File: src/rtl/pcie_tx_symbol_mux.sv
// Transmit-path symbol selector: picks the data byte or one of eight K-code
// symbols by control_dk and registers it, together with a valid flag, for the
// byte-striping stage. Latency is one clock. There is no path from any input
// straight to an output.
module pcie_tx_symbol_mux #(
  parameter int DW = 8,
  parameter int CW = 4
) (
  input  logic          clk,
  input  logic          rst,
  input  logic          enb,
  input  logic [DW-1:0] tx_DataE,
  input  logic [DW-1:0] com,
  input  logic [DW-1:0] skp,
  input  logic [DW-1:0] stp,
  input  logic [DW-1:0] sdp,
  input  logic [DW-1:0] end_ok,
  input  logic [DW-1:0] edb,
  input  logic [DW-1:0] fts,
  input  logic [DW-1:0] idle,
  input  logic [CW-1:0] control_dk,
  output logic [DW-1:0] tx_multiplexada,
  output logic          tx_Valid
);

  localparam logic [CW-1:0] CODE_DATA = CW'(0);
  localparam logic [CW-1:0] CODE_COM  = CW'(1);
  localparam logic [CW-1:0] CODE_SKP  = CW'(2);
  localparam logic [CW-1:0] CODE_STP  = CW'(3);
  localparam logic [CW-1:0] CODE_SDP  = CW'(4);
  localparam logic [CW-1:0] CODE_END  = CW'(5);
  localparam logic [CW-1:0] CODE_EDB  = CW'(6);
  localparam logic [CW-1:0] CODE_FTS  = CW'(7);
  localparam logic [CW-1:0] CODE_IDLE = CW'(8);

  logic [DW-1:0] sym_q, sym_d;
  logic          valid_q, valid_d;

  // Select the next symbol. A stall holds the byte but drops valid. Illegal
  // codes, including an unknown (X) code, fall to the default branch, so they
  // send IDLE with valid low.
  always_comb begin
    sym_d   = sym_q;
    valid_d = 1'b0;
    if (enb) begin
      valid_d = 1'b1;
      case (control_dk)
        CODE_DATA: sym_d = tx_DataE;
        CODE_COM:  sym_d = com;
        CODE_SKP:  sym_d = skp;
        CODE_STP:  sym_d = stp;
        CODE_SDP:  sym_d = sdp;
        CODE_END:  sym_d = end_ok;
        CODE_EDB:  sym_d = edb;
        CODE_FTS:  sym_d = fts;
        CODE_IDLE: sym_d = idle;
        default: begin
          sym_d   = idle;
          valid_d = 1'b0;
        end
      endcase
    end
  end

  // Output registers. Synchronous reset takes priority over enable and code.
  always_ff @(posedge clk) begin
    if (rst) begin
      sym_q   <= '0;
      valid_q <= 1'b0;
    end else begin
      sym_q   <= sym_d;
      valid_q <= valid_d;
    end
  end

  assign tx_multiplexada = sym_q;
  assign tx_Valid        = valid_q;

endmodule

File: config.mk
export PLATFORM = sky130hd
export DESIGN_NAME = pcie_tx_symbol_mux
export DESIGN_NICKNAME = d
export VERILOG_FILES = /design/src/rtl/pcie_tx_symbol_mux.sv
export SDC_FILE = /design/constraint.sdc
export NUM_CORES = 1
export LEC_CHECK = 0
export CORE_MARGIN = 2
export CORE_UTILIZATION = 35
export CTS_BUF_LIST = sky130_fd_sc_hd__clkbuf_4 sky130_fd_sc_hd__clkbuf_8
export CTS_CLUSTER_DIAMETER = 50
export DETAILED_ROUTE_END_ITERATION = 8
export PLACE_DENSITY_LB_ADDON = 0.08
export SLEW_MARGIN = 20
export SYNTH_ARGS = -nofsm -noshare
export SYNTH_HDL_FRONTEND = slang
export SYNTH_SLANG_ARGS = --single-unit
File: constraint.sdc
create_clock -name clk -period 2.7 [get_ports clk]
set_input_delay 0.54 -clock clk [delete_from_list [all_inputs] [get_ports clk]]
set_output_delay 0.54 -clock clk [all_outputs]
set_load 0.01 [all_outputs]
After elaboration in Yosys (flattened, before gate mapping)
Cells that the tools add are included.

Add/subtract/negate cells: 0. Reductions and logical operators: 3. Magnitude comparators: 0. Eq/ne operators: 8. Bitwise operators: 1. Multiply operators: 0. Mux-type cells: 2. Div/mod/pow operators: 0. Shifts and indexed selects: 0.

Operators by type and width (number): $pmux 8 s8 (1); $eq 4x3->1 const B (4); $reduce_or 9->1 (1); $eq 4x2->1 const B (2); $eq 4x1->1 const B (1); $eq 4x4->1 const B (1); $logic_not 4->1 (1); $reduce_or 2->1 (1); $mux 1 (1); $not 1->1 (1).

Latch bits: 0. Memory bits (writable): 0. Word-level logic and storage cells: 16. Memories: 0. Flip-flop bits (word level): 9. ROM bits: 0.

Logic depth before layout (Yosys ltp)
Gate-level depths: netlist of the first run.

Depth after elaboration: 3. Mapped depth: 7. Mapped depth without buffers: 4.

Worst setup path after synthesis of the first run
No wires, ideal clock.

Kind: in2reg. Start: input port control_dk[2]. End: register sym_q[4], in the netlist tx_multiplexada[4]. Path slack: 1.118 ns. Stages on the path: 5. Data required time: 2.575 ns. Arrival: 1.457 ns. Cell sequence: buf_6 buf_8 mux2_1 a221oi_2 a211oi_2.

Word-level cells in the longest chain between the ends: 2. Elaborated cells on any way between the ends: 9. Those cells by class: eq/ne (7); mux (1); reduce/logical (1).

Ends and longest elaborated chain: start, declared (line 21) `input logic [CW-1:0] control_dk,`; $eq 4x3->1, or another cell as far along (line 47) `case (control_dk)`; $pmux 8 s8 (*) (line 47); end signal, assigned (line 71) `sym_q <= sym_d;`; end, declared (line 36) `logic [DW-1:0] sym_q, sym_d;`.

Mark *: on every way between the ends. The rest lies on a longest branch, timed or not. A chain may end at the register's enable or synchronous reset.

Final worst setup path of the first run
Start: input port control_dk[2]. End: register sym_q[3], in the netlist tx_multiplexada[3].

The elaborated chain is that of the path after synthesis.

==> metrics.txt, run 1 <==
Worst-path clk slew=~70 ps; Detail Route Antenna Nets=0; Layout Skew=0 ps; multiplexer share of the synthesized area=20.6%; destination of the worst hold path=tx_multiplexada[2]; hold_sp=tx_multiplexada[2]; count of input and output buffers=87; latest clock arrival within the worst-skew pair=~260 ps; share of final-layout standard cells stronger than drive strength 1=between 10% and 20%; critical path fanouts, max=33; min setup slack post-route=roughly 700 ps; Fin Hold WS=about 460 ps; number of DRC markers in iteration 0=50; unrepaired setup endpoints after global routing=false; DRC Markers=0; path type of the worst min-delay path=flip-flop to flip-flop; sum of overflow across all layers after global routing=0; startpoint of the worst-slack reg-to-reg timing path=tx_multiplexada[0]; peak supply drop=0.203 mV; Fin Setup TNS=0 ps; Worst Reg-to-Reg Cells=3; final core area utilization=around two thirds; overall via count from detail_route=1,328; vias in the first global route=around 1,300; number of antenna repair diodes=0; most frequent cells in the layout=sky130_fd_sc_hd__clkdlybuf4s50_1, sky130_fd_sc_hd__mux2i_1, sky130_fd_sc_hd__nor2_1; total routed wirelength=3.72 mm; wire length of the first global-routing pass=between 5 and 6 mm; arrival time at the worst endpoint=2140 ps; H-tree Lvls=1; worst max-slew margin expressed relative to the limit=between 50 and 60%; hold violation total from the final report=0; internal power=between 0.3 and 0.4 mW; synthesized netlist net count=between 200 and 250; buffers from clock root to sink, at most=2; post-synthesis instance area=about 0.0011 sq mm; WL per Instance=approximately 15 microns; critical register-to-register path endpoint=tx_multiplexada[0]; overall global routing resource usage=between 20% and 30%; number of cells upsized or downsized after cts=0; total number of placement rows=20; Highest Clock Rate=approximately 500 MHz; largest family of logic cells by synthesized area=compound AO/OA/AOI/OAI gates; pre-CTS WS=~440 ps; Worst EP required=roughly 2800 ps; Min Clock Period, post-route=2010 ps; hpwl dp=between 2 and 3 mm; Std-Cell Core Area=approximately 0.0030 sq mm; Starting Density=35.9%; buffer cell driving the clock tree root=sky130_fd_sc_hd__clkbuf_4; width of the die=between 50 and 60 microns; transition time of the tightest slew-check pin=611 ps; FFs w/ async S/R, synth=0%; total I/O pin count=just under 90; unique cell type count in the Yosys netlist=~50; total power of the final layout=0.527 mW; Maximum Capacitance Violations=0; Seq pwr share=28.0%; Filler cells=between 200 and 300; part of the Yosys area used for sequential elements=between 10% and 20%; count of flip-flops with a built-in enable after synthesis=0; most frequent standard cell in the layout excluding fill and tap cells=sky130_fd_sc_hd__clkdlybuf4s50_1; Ys Warns=0; Avg Inst Size Synth=around 8.4 sq um; share of total power consumed by net switching=27.7%; nature of the critical path startpoint=input port; total of endpoints with negative setup slack in the final report=0; WHS Path Cells=2; type of the worst setup path=input port to flip-flop; outcome=finished, final reports clean; commonest register cell after synthesis=sky130_fd_sc_hd__dfxtp_1; Compound-Gate Fraction of Synth Area=between 20% and 30%; share of synthesized cell area in and, or, nand and nor gates=24.8%; TritonCTS clock tree=done; Routability Congestion=between 0.8 and 0.9; Post-CTS Hold Fix Bufs=0; post-synthesis register bit count=9; Post-layout nets=about 300; 1st-pass router iterations=4; first element of the critical path=control_dk[2]; Final Slew Violations=0; number of antenna violations at the first check in global routing=0; relative contribution of the clock network to total power=22.1%; share of total power in combinational logic=between 40% and 50%; largest net degree at the start of global routing=34; pwr/cell area=roughly 270 mW/mm^2; Syn Inst Count=128; post-CTS setup repair buffer count=0; number of vias per cell=around 5.4; fraction of synthesized cell area in xor and xnor cells=0%; post-route clock period utilization=between 70% and 80%; chip height=~60 microns; Leak=between 0.7 and 0.8 nW; R2R setup slack=around 1700 ps; net switching power figure=~0.15 mW; area of the die=approximately 0.0035 sq mm; area grow syn2layout=84.3%; capturing element type of the critical path=flip-flop; Adder-Cell Fraction of Synth Area=0%; CTS sink count=9; number of buffers created by CTS=3
==> layout make-up <==
class | instances | area [sq um] | area share [%]
repair buffers | 92 | 933 | 46.9
multi-input cells | 103 | 785 | 39.5
flip-flops and latches | 9 | 180 | 9.06
well taps | 33 | 41.3 | 2.08
clock buffers | 4 | 30.0 | 1.51
inverters | 5 | 18.8 | 0.944
==> metal layers <==
layer | wire length, microns | up-vias | track usage (%)
met3 | 292 | 0 | 4.37
li1 | - | 665 | -
met4 | 0 | 0 | 0.952
met5 | 0 | - | 0
met2 | 1840 | 63 | 38.6
met1 | 1590 | 600 | 27.1
==> registers in the layout (all words and copies together) (netlist names) <==
register         cells
tx_multiplexada      8
tx_Valid             1
==> critical path: stages <==
cell and delay [ps]:
sky130_fd_sc_hd__clkdlybuf4s50_1 510, sky130_fd_sc_hd__buf_12 200, sky130_fd_sc_hd__mux2_1 330, sky130_fd_sc_hd__a221oi_1 300, sky130_fd_sc_hd__a31o_1 190, sky130_fd_sc_hd__a21oi_1 60
==> kinds of logic after synthesis <==
group | after synthesis
simple gates | 44
buf+inv | 16
compound gates | 39
flops | 9
mux | 20
==> worst max path at each step <==
stage	endpoint	slack [ps]	cells past startpoint
2_1_floorplan	tx_multiplexada[4]	1120	5
3_3_place_gp	tx_multiplexada[5]	480	6
3_5_place_dp	tx_multiplexada[3]	440	6
4_1_cts	tx_multiplexada[3]	700	6
5_1_grt	tx_multiplexada[3]	610	6
6_report	tx_multiplexada[3]	690	6
==> cells in the mapped netlist (2+ instances only) <==
library cell,number,area [sq um]
sky130_fd_sc_hd__a32oi_1,2,17.5
sky130_fd_sc_hd__and3b_1,5,43.8
sky130_fd_sc_hd__buf_4,3,22.5
sky130_fd_sc_hd__nand2_1,4,15.0
sky130_fd_sc_hd__clkbuf_1,2,7.51
sky130_fd_sc_hd__nor2_1,10,37.5
sky130_fd_sc_hd__nand3_1,5,25.0
sky130_fd_sc_hd__inv_1,4,15.0
sky130_fd_sc_hd__a31o_1,2,17.5
sky130_fd_sc_hd__mux2i_1,11,110
sky130_fd_sc_hd__mux2_1,3,33.8
sky130_fd_sc_hd__nand3b_1,2,15.0
sky130_fd_sc_hd__o311ai_1,2,17.5
sky130_fd_sc_hd__o31ai_1,3,22.5
sky130_fd_sc_hd__nor2b_1,6,37.5
sky130_fd_sc_hd__nand2b_1,3,18.8
sky130_fd_sc_hd__buf_6,4,45.0
sky130_fd_sc_hd__a21oi_1,9,45.0
sky130_fd_sc_hd__a221oi_1,2,17.5
sky130_fd_sc_hd__dfxtp_1,9,180
sky130_fd_sc_hd__o21ai_1,2,10.0
sky130_fd_sc_hd__mux2_2,5,56.3
sky130_fd_sc_hd__o21ai_0,4,20.0
==> power groups by stage <==
stage,combinational (mW),clock [mW],sequential (mW)
final,0.263,0.117,0.148
after global routing,0.283,0.125,0.149
after CTS,0.264,0.118,0.147
after detailed placement,0.263,0,0.150
after global placement,0.259,0,0.150
after floorplan,0.105,0,0.155
==> stage by stage <==
step	std cells	area, sq um
2_1_floorplan	128	1080
3_3_place_gp	242	1960
3_5_place_dp	242	1960
4_1_cts	246	1990
5_1_grt	246	1990
6_report	246	1990
(Power assumes the default switching activity.)
==> inputs of run 2 (changes only) <==
--- a/config.mk
+++ b/config.mk
@@ -6,7 +6,7 @@
 export NUM_CORES = 1
 export LEC_CHECK = 0
 export CORE_MARGIN = 2
-export CORE_UTILIZATION = 35
+export CORE_UTILIZATION = 30
 export CTS_BUF_LIST = sky130_fd_sc_hd__clkbuf_4 sky130_fd_sc_hd__clkbuf_8
 export CTS_CLUSTER_DIAMETER = 50
 export DETAILED_ROUTE_END_ITERATION = 8
==> constraint.sdc (replaced) <==
create_clock -name clk -period 1.8 [get_ports clk]
set_input_delay 0.36 -clock clk [delete_from_list [all_inputs] [get_ports clk]]
set_output_delay 0.36 -clock clk [all_outputs]
set_load 0.01 [all_outputs]
==> metrics.txt, run 2 (synthesized netlist as in run 1, its figures left out) <==
flip-flop count of the largest register after layout=8; total of endpoints with negative setup slack in the final report=0; number of buffers created by CTS=3; capturing element type of the critical path=flip-flop; outcome=finished, final reports clean; wire length of the first global-routing pass=roughly 6.4 mm; Leak=between 0.8 and 0.9 nW; count of input and output buffers=87; total routed wirelength=4.04 mm; met1 Resource Use GR=26.5%; most frequent cells in the layout=sky130_fd_sc_hd__clkdlybuf4s50_1, sky130_fd_sc_hd__buf_4, sky130_fd_sc_hd__mux2i_1; DRC Markers=0; Layout Skew=0 ps; Fin Hold WS=approximately 470 ps; TritonCTS clock tree=done; total I/O pin count=roughly 90; number of DRC markers in iteration 0=48; WL per Instance=about 15 microns; R2R setup slack=just over 800 ps; peak supply drop=0.320 mV; share of final-layout standard cells stronger than drive strength 1=between 10% and 20%; hpwl dp=around 3.3 mm; CTS sink count=9; chip height=approximately 64 microns; pwr/cell area=between 300 and 400 mW/mm^2; worst max-slew margin expressed relative to the limit=just under 80%; overall global routing resource usage=between 10% and 20%; Post-CTS Hold Fix Bufs=0; buffer cell driving the clock tree root=sky130_fd_sc_hd__clkbuf_4; Worst-path clk slew=~60 ps; number of antenna violations at the first check in global routing=0; Fin Setup TNS=0 ps; path type of the worst min-delay path=flip-flop to flip-flop; latest clock arrival within the worst-skew pair=260 ps; post-route non-filler standard cell count=between 200 and 300; sum of overflow across all layers after global routing=0; total number of placement rows=21; final design instance area without fill=around 0.0021 sq mm; min setup slack post-route=between 50 and 60 ps; GR met3 Demand/Resource=between 3 and 4%; hold violation total from the final report=0; Worst EP required=between 1500 and 2000 ps; 1st-pass router iterations=4; unrepaired setup endpoints after global routing=false; transition time of the tightest slew-check pin=roughly 310 ps; area of the die=0.00409 sq mm; Min Clock Period, post-route=1740 ps; number of antenna repair diodes=0; met2 capacity usage during global routing=a little under a third; Detail Route Antenna Nets=0; vias in the first global route=about 1,300; Maximum Capacitance Violations=0; width of the die=64.0 microns; overall via count from detail_route=~1,400; Cell Count Post-Placement=269; type of the worst setup path=input port to flip-flop; number of vias per cell=approximately 5; Post-layout nets=around 300; global route hottest layer=met2; total power of the final layout=approximately 0.82 mW; Highest Clock Rate=between 500 and 600 MHz; buffers from clock root to sink, at most=2; Std-Cell Core Area=roughly 0.0034 sq mm; placed cell areas=roughly 0.0021 sq mm; pre-CTS WS=-288 ps; largest net degree at the start of global routing=21; most frequent standard cell in the layout excluding fill and tap cells=sky130_fd_sc_hd__clkdlybuf4s50_1; nature of the critical path startpoint=input port; Final Slew Violations=0; critical path fanouts, max=11; Starting Density=31.8%; Routability Congestion=0.774; final core area utilization=63.2%; H-tree Lvls=1; post-route clock period utilization=between 90 and 100%; area grow syn2layout=98.5%; arrival time at the worst endpoint=approximately 1900 ps
[run 2: worst paths after layout]
check | startpoint | end | cells past startpoint
setup / recovery | control_dk[2] | tx_multiplexada[5] | 7
hold / removal | tx_multiplexada[3] | tx_multiplexada[3] | 2
setup reg to reg | tx_multiplexada[0] | tx_multiplexada[0] | 3
hold reg to reg | tx_multiplexada[3] | tx_multiplexada[3] | 2
[run 2: layout make-up]
class | instances | area [sq um]
timing repair buffer | 106 | 1040
sequential | 9 | 180
multi-input combinational | 103 | 818
clock buffer | 4 | 30.0
inverter | 5 | 18.8
tap | 46 | 57.6
fill | 295 | 1250
[run 2: per-layer routing]
metal / up-vias / part of all wire, %
met4: 0 / 0.49
met5: - / 0
met2: 52 / 47
met1: 635 / 46
met3: 4 / 6.9
li1: 695 / -
[run 2: timing repair]
item,4_1_cts,5_1_grt
resized for setup,1,8
setup endpoints to repair,1,4
setup buffers,0,0
pin swaps,0,2
[run 2: report_power, final]
| group | switching, mW | internal [mW] | leakage (nW) |
|---|---|---|---|
| Clock | 0.0717 | 0.101 | 0.0184 |
| Sequential | 0.00847 | 0.214 | 0.0744 |
| Combinational | 0.149 | 0.278 | 0.752 |
| Total | 0.229 | 0.593 | 0.844 |
[run 2: worst max-delay path, stage by stage]
cell,delay [ps]
sky130_fd_sc_hd__clkdlybuf4s50_1,480
sky130_fd_sc_hd__buf_4,190
sky130_fd_sc_hd__buf_4,150
sky130_fd_sc_hd__and3b_1,170
sky130_fd_sc_hd__o21ai_0,260
sky130_fd_sc_hd__a31o_1,200
sky130_fd_sc_hd__a21oi_1,70
==> edit 1, RTL diff (flow settings as in run 2) <==
Set the parameter `DW` to 6 (it was 8).
--- a/src/rtl/pcie_tx_symbol_mux.sv
+++ b/src/rtl/pcie_tx_symbol_mux.sv
@@ -3,7 +3,7 @@
 // byte-striping stage. Latency is one clock. There is no path from any input
 // straight to an output.
 module pcie_tx_symbol_mux #(
-  parameter int DW = 8,
+  parameter int DW = 6,
   parameter int CW = 4
 ) (
   input  logic          clk,
Ports: changed (10 resized); port bits go from 88 to 68. The function was not compared with the original's and may differ.
==> edit 1 against run 2 <==
  * Routed wire length decreased by 37%
  * Sequential share of layout area increased by 0.84 points
  * Largest power group unchanged
  * Power decreased by 25%
  * Final area decreased by 29%
  * Critical path type unchanged
  * Setup slack improved by 0.17 ns
  * Critical path depth decreased by 2
  * Die area decreased by 29%
  * Register-to-register slack improved by 0.43 ns
  * Non-clock buffer count decreased by 29
  * Area after synthesis decreased by 30%
  * Global-route usage increased by 0.31 points
  * Utilization decreased by 0.92 points
  * Largest cell class unchanged
  * Sequential cell count decreased by 2
  * Clock skew unchanged
==> edit 1: results (changes against run 2) <==
[run_status]
status=finished clean

[global_routing]
grtUsageMet3_pct=3.61  ; +0.090 points
grt_max_degree=14  ; -33%
use_met2_pct=35.4  ; +3.9 points
grt_pass1_vias=954  ; -28%

[setup_path]
worstSetupStartpoint=end_ok[4]
r2r-start=tx_multiplexada[1]$_SDFFE_PP0P_
crit_arrival_ns=1.73  ; -0.16 ns
worstPathMaxFanout=1  ; -10
r2r_slack_ns=1.25  ; +0.43 ns
rr_endpoint=tx_multiplexada[1]$_SDFFE_PP0P_

[place]
gp_congestion=0.699  ; -9.7%
hpwlAfterDp_um=2140  ; -36%
pre_cts_slack_ns=-0.327  ; -0.0387 ns
port_buffers=67  ; -23%
place_area_um2=1460  ; -29%
placed_cells=186  ; -31%

[drt]
met3_length_um=165  ; -41%
avgViaCountPerCell=4.89  ; -3.7%

[timing]
max_freq_ghz=0.636  ; +11%
worst_pin_slew_ns=0.442  ; +0.129 ns

[hold_path]
hold_path.startpoint=tx_multiplexada[0]$_SDFFE_PP0P_

[layout]
fin_nets=222  ; -28%

[synth]
synthCells=85  ; -34%
synth_common_cells=12 x mux2i_1, 8 x o21ai_1, 7 x dfxtp_1, 7 x nand2_1, 7 x o21ai_0
synth_area_leaders=dfxtp_1 19%, mux2i_1 16%, mux4_2 12%
synth.distinct_cells=31  ; -37%

[power]
ir_drop_mv=0.302  ; -5.6%

==> edit 1: kinds of logic (layout without fill, tap and decap cells) <==
family	count (synthesis)	after routing	share of synthesized area (%)
multiplexers	17	17	30.0
flip-flops	7	7	18.6
buffers and inverters	9	84	11.8
AND/OR/NAND/NOR	26	26	17.8
AO/OA/AOI/OAI	26	26	21.8
==> edit 1: where the power goes <==
part           total (mW)  leakage [nW]  switching, mW  internal [mW]
clock               0.149        0.0177         0.0676         0.0817
combinational       0.298         0.544         0.0958          0.202
sequential          0.173        0.0578        0.00598          0.167
total               0.620         0.619          0.169          0.451
==> edit 1: critical path, delay by kind of cell <==
kind            cells  cell delay (ns)
compound gates      3             0.49
mux                 1             0.47
buf+inv             1             0.40
==> edit 1: area by class of cell <==
cell class / instances / area share (%)
clock buffers: 3 / 1.49
well taps: 30 / 2.48
multi-input cells: 69 / 35.9
repair buffers: 77 / 49.8
clock inverters: 1 / 0.331
flip-flops and latches: 7 / 9.26
inverters: 3 / 0.744
==> edit 2, RTL diff (flow settings as in run 2) <==
Without the edit above. Add an input register stage for `skp`; this delays it by one clock. The other inputs are not delayed to match.
--- a/src/rtl/pcie_tx_symbol_mux.sv
+++ b/src/rtl/pcie_tx_symbol_mux.sv
@@ -33,6 +33,12 @@
   localparam logic [CW-1:0] CODE_FTS  = CW'(7);
   localparam logic [CW-1:0] CODE_IDLE = CW'(8);
 
+  logic [DW-1:0] skp_q;
+
+  always_ff @(posedge clk) begin
+    skp_q <= skp;
+  end
+
   logic [DW-1:0] sym_q, sym_d;
   logic          valid_q, valid_d;
 
@@ -47,7 +53,7 @@
       case (control_dk)
         CODE_DATA: sym_d = tx_DataE;
         CODE_COM:  sym_d = com;
-        CODE_SKP:  sym_d = skp;
+        CODE_SKP:  sym_d = skp_q;
         CODE_STP:  sym_d = stp;
         CODE_SDP:  sym_d = sdp;
         CODE_END:  sym_d = end_ok;
Behaviour: not the same (Yosys sat finds a counterexample within 4 cycles, from zero or initial values and one cycle with rst high).
==> edit 2 against run 2 <==
  * Final cell count up 3.3%
  * Synthesized cell count up 0.78%
  * Area after synthesis up 5.0%
  * Fmax up 4.4%
  * Setup slack better by 0.074 ns
  * Final area up 12%
  * Routed wire length up 12%
  * Sequential cell count up 8
  * Sequential share of layout area up 5.8 points
  * Combinational power up 7.5%
  * Die area up 4.7%
  * First-iteration DRC count down 8.3%
  * Power up 43%
  * Largest cell class unchanged
==> edit 2: results (changes against run 2) <==
[layout]
drive_gt1_share_pct=20.1  ; +2.9 points
fin_nets=314  ; +2.3%

[global_routing]
use_met2_pct=39.2  ; +7.6 points
grt_max_degree=11  ; -48%
grt_use_met1_pct=27.8  ; +1.3 points
grtUsageMet3_pct=4.62  ; +1.1 points
grt_pass1_vias=1515  ; +14%
track_usage_pct=22.0  ; +2.4 points

[setup_path]
r2r-start=skp_q[7]$_DFF_P_
rr_endpoint=tx_multiplexada[7]$_SDFFE_PP0P_
r2r_slack_ns=0.61  ; -0.21 ns
worstPathMaxFanout=9  ; -2
crit_path_end=tx_multiplexada[1]$_SDFFE_PP0P_
critical-path-max-stage-delay_ns=0.39  ; -0.09 ns
crit_arrival_ns=1.80  ; -0.09 ns
r2r_cells=5  ; +2
worstSetupStartpoint=control_dk[1]
slowest_stage=dlygate4sd2_1

[clock_network]
clock_latency_ns=0.26  ; about the same
clockRootBuffer=clkbuf_8
clk_transition_reported_paths_ns=0.08  ; +0.02 ns

[synth]
synth.distinct_cells=34  ; -31%
synthMuxAreaShare_pct=15.0  ; -5.6 points
synth_nets=208  ; +0.48%
synth_compound_area_share_pct=26.0  ; -1.3 points
synth-edff-count=0  ; unchanged
synth_area_leaders=dfxtp_1 30%, mux2i_1 15%, o32ai_1 6.2%
seq_area_frac_synth_pct=30.1  ; +13 points
synth_common_cells=17 x dfxtp_1, 17 x mux2i_1, 11 x nor2b_1, 10 x nand2b_1

[place]
hpwlAfterDp_um=3550  ; +6.8%
pre_cts_slack_ns=-0.615  ; -0.327 ns

[timing]
fin_skew_ns=0.00438  ; +0.00438 ns
worst_pin_slew_ns=0.345  ; +0.0319 ns

[drt]
drt_iter0_markers=44  ; -8.3%
via_count=1448  ; +4.5%
wl_um=4550  ; +12%
dr.pass1.iters=4  ; unchanged

[power]
ir_drop_mv=0.487  ; +52%
leakagePower_nw=0.920  ; +8.9%

[run_status]
status=finished clean

-- edit 2: power breakdown --
part | internal, mW | leakage [nW] | switching, mW
Clock | 0.154 | 0.0255 | 0.147
Sequential | 0.400 | 0.142 | 0.0105
Combinational | 0.295 | 0.753 | 0.166
Total | 0.849 | 0.920 | 0.324
-- edit 2: worst reg2reg max path: cells and delay by family (launching register included) --
family / cells / cell delay [ns]
AOI/OAI and AO/OA: 2 / 0.41
and+or+nand+nor: 1 / 0.06
muxes: 1 / 0.12
buffers and inverters: 1 / 0.17
DFF: 1 / 0.30
-- edit 2: area by class of cell --
cell class | count | area (µm²)
Sequential cell | 17 | 340
Multi-Input combinational cell | 100 | 870
Clock buffer | 3 | 41.3
Fill cell | 306 | 1240
Tap cell | 48 | 60.1
Clock inverter | 1 | 5.00
Inverter | 2 | 7.51
Timing Repair Buffer | 111 | 1070
-- edit 2: worst min-delay path by stage --
| stage | from | endpoint | slack [ns] | cells past startpoint |
|---|---|---|---|---|
| 3_3_place_gp | tx_multiplexada[4]$_SDFFE_PP0P_ | tx_multiplexada[4]$_SDFFE_PP0P_ | 0.48 | 2 |
| 4_1_cts | tx_multiplexada[7]$_SDFFE_PP0P_ | tx_multiplexada[7]$_SDFFE_PP0P_ | 0.50 | 2 |
| 5_1_grt | tx_multiplexada[7]$_SDFFE_PP0P_ | tx_multiplexada[7]$_SDFFE_PP0P_ | 0.52 | 2 |
| 2_1_floorplan | skp[0] | skp_q[0]$_DFF_P_ | 0.39 | 0 |
| 3_5_place_dp | tx_multiplexada[1]$_SDFFE_PP0P_ | tx_multiplexada[1]$_SDFFE_PP0P_ | 0.48 | 2 |
| 6_report | tx_multiplexada[5]$_SDFFE_PP0P_ | tx_multiplexada[5]$_SDFFE_PP0P_ | 0.50 | 2 |
-- edit 2: logic make-up (layout without fill, tap and decap cells) --
logic type	after synthesis	in the layout
flip-flops	17	17
buffers and inverters	12	117
AO/OA/AOI/OAI	39	39
AND/OR/NAND/NOR	44	44
multiplexers	17	17
-- edit 2: per-layer routing --
metal  vias up  part of all wire (%)
met2        52                    49
met1       688                    44
met4         0                  0.18
met3         2                   6.1
li1        706                     -
met5         -                     0
-- edit 2: per-stage QoR --
step,hold WS (ns),setup TNS (ns),area [µm²],cells
after floorplan,0.388,0,1130,129
after global placement,0.477,-3.07,2170,275
after detailed placement,0.482,-3.42,2170,275
after CTS,0.501,0,2390,282
after global routing,0.522,0,2390,282
final,0.497,0,2390,282
-- edit 2: what timing repair did --
item / in CTS / in global routing
endpoints found under the setup margin: 8 / 2
hold buffers: 0 / 0
gates resized for setup: 31 / 2
buffers inserted: 2 / 0
pin swaps: 9 / 0
cloned: 1 / 0
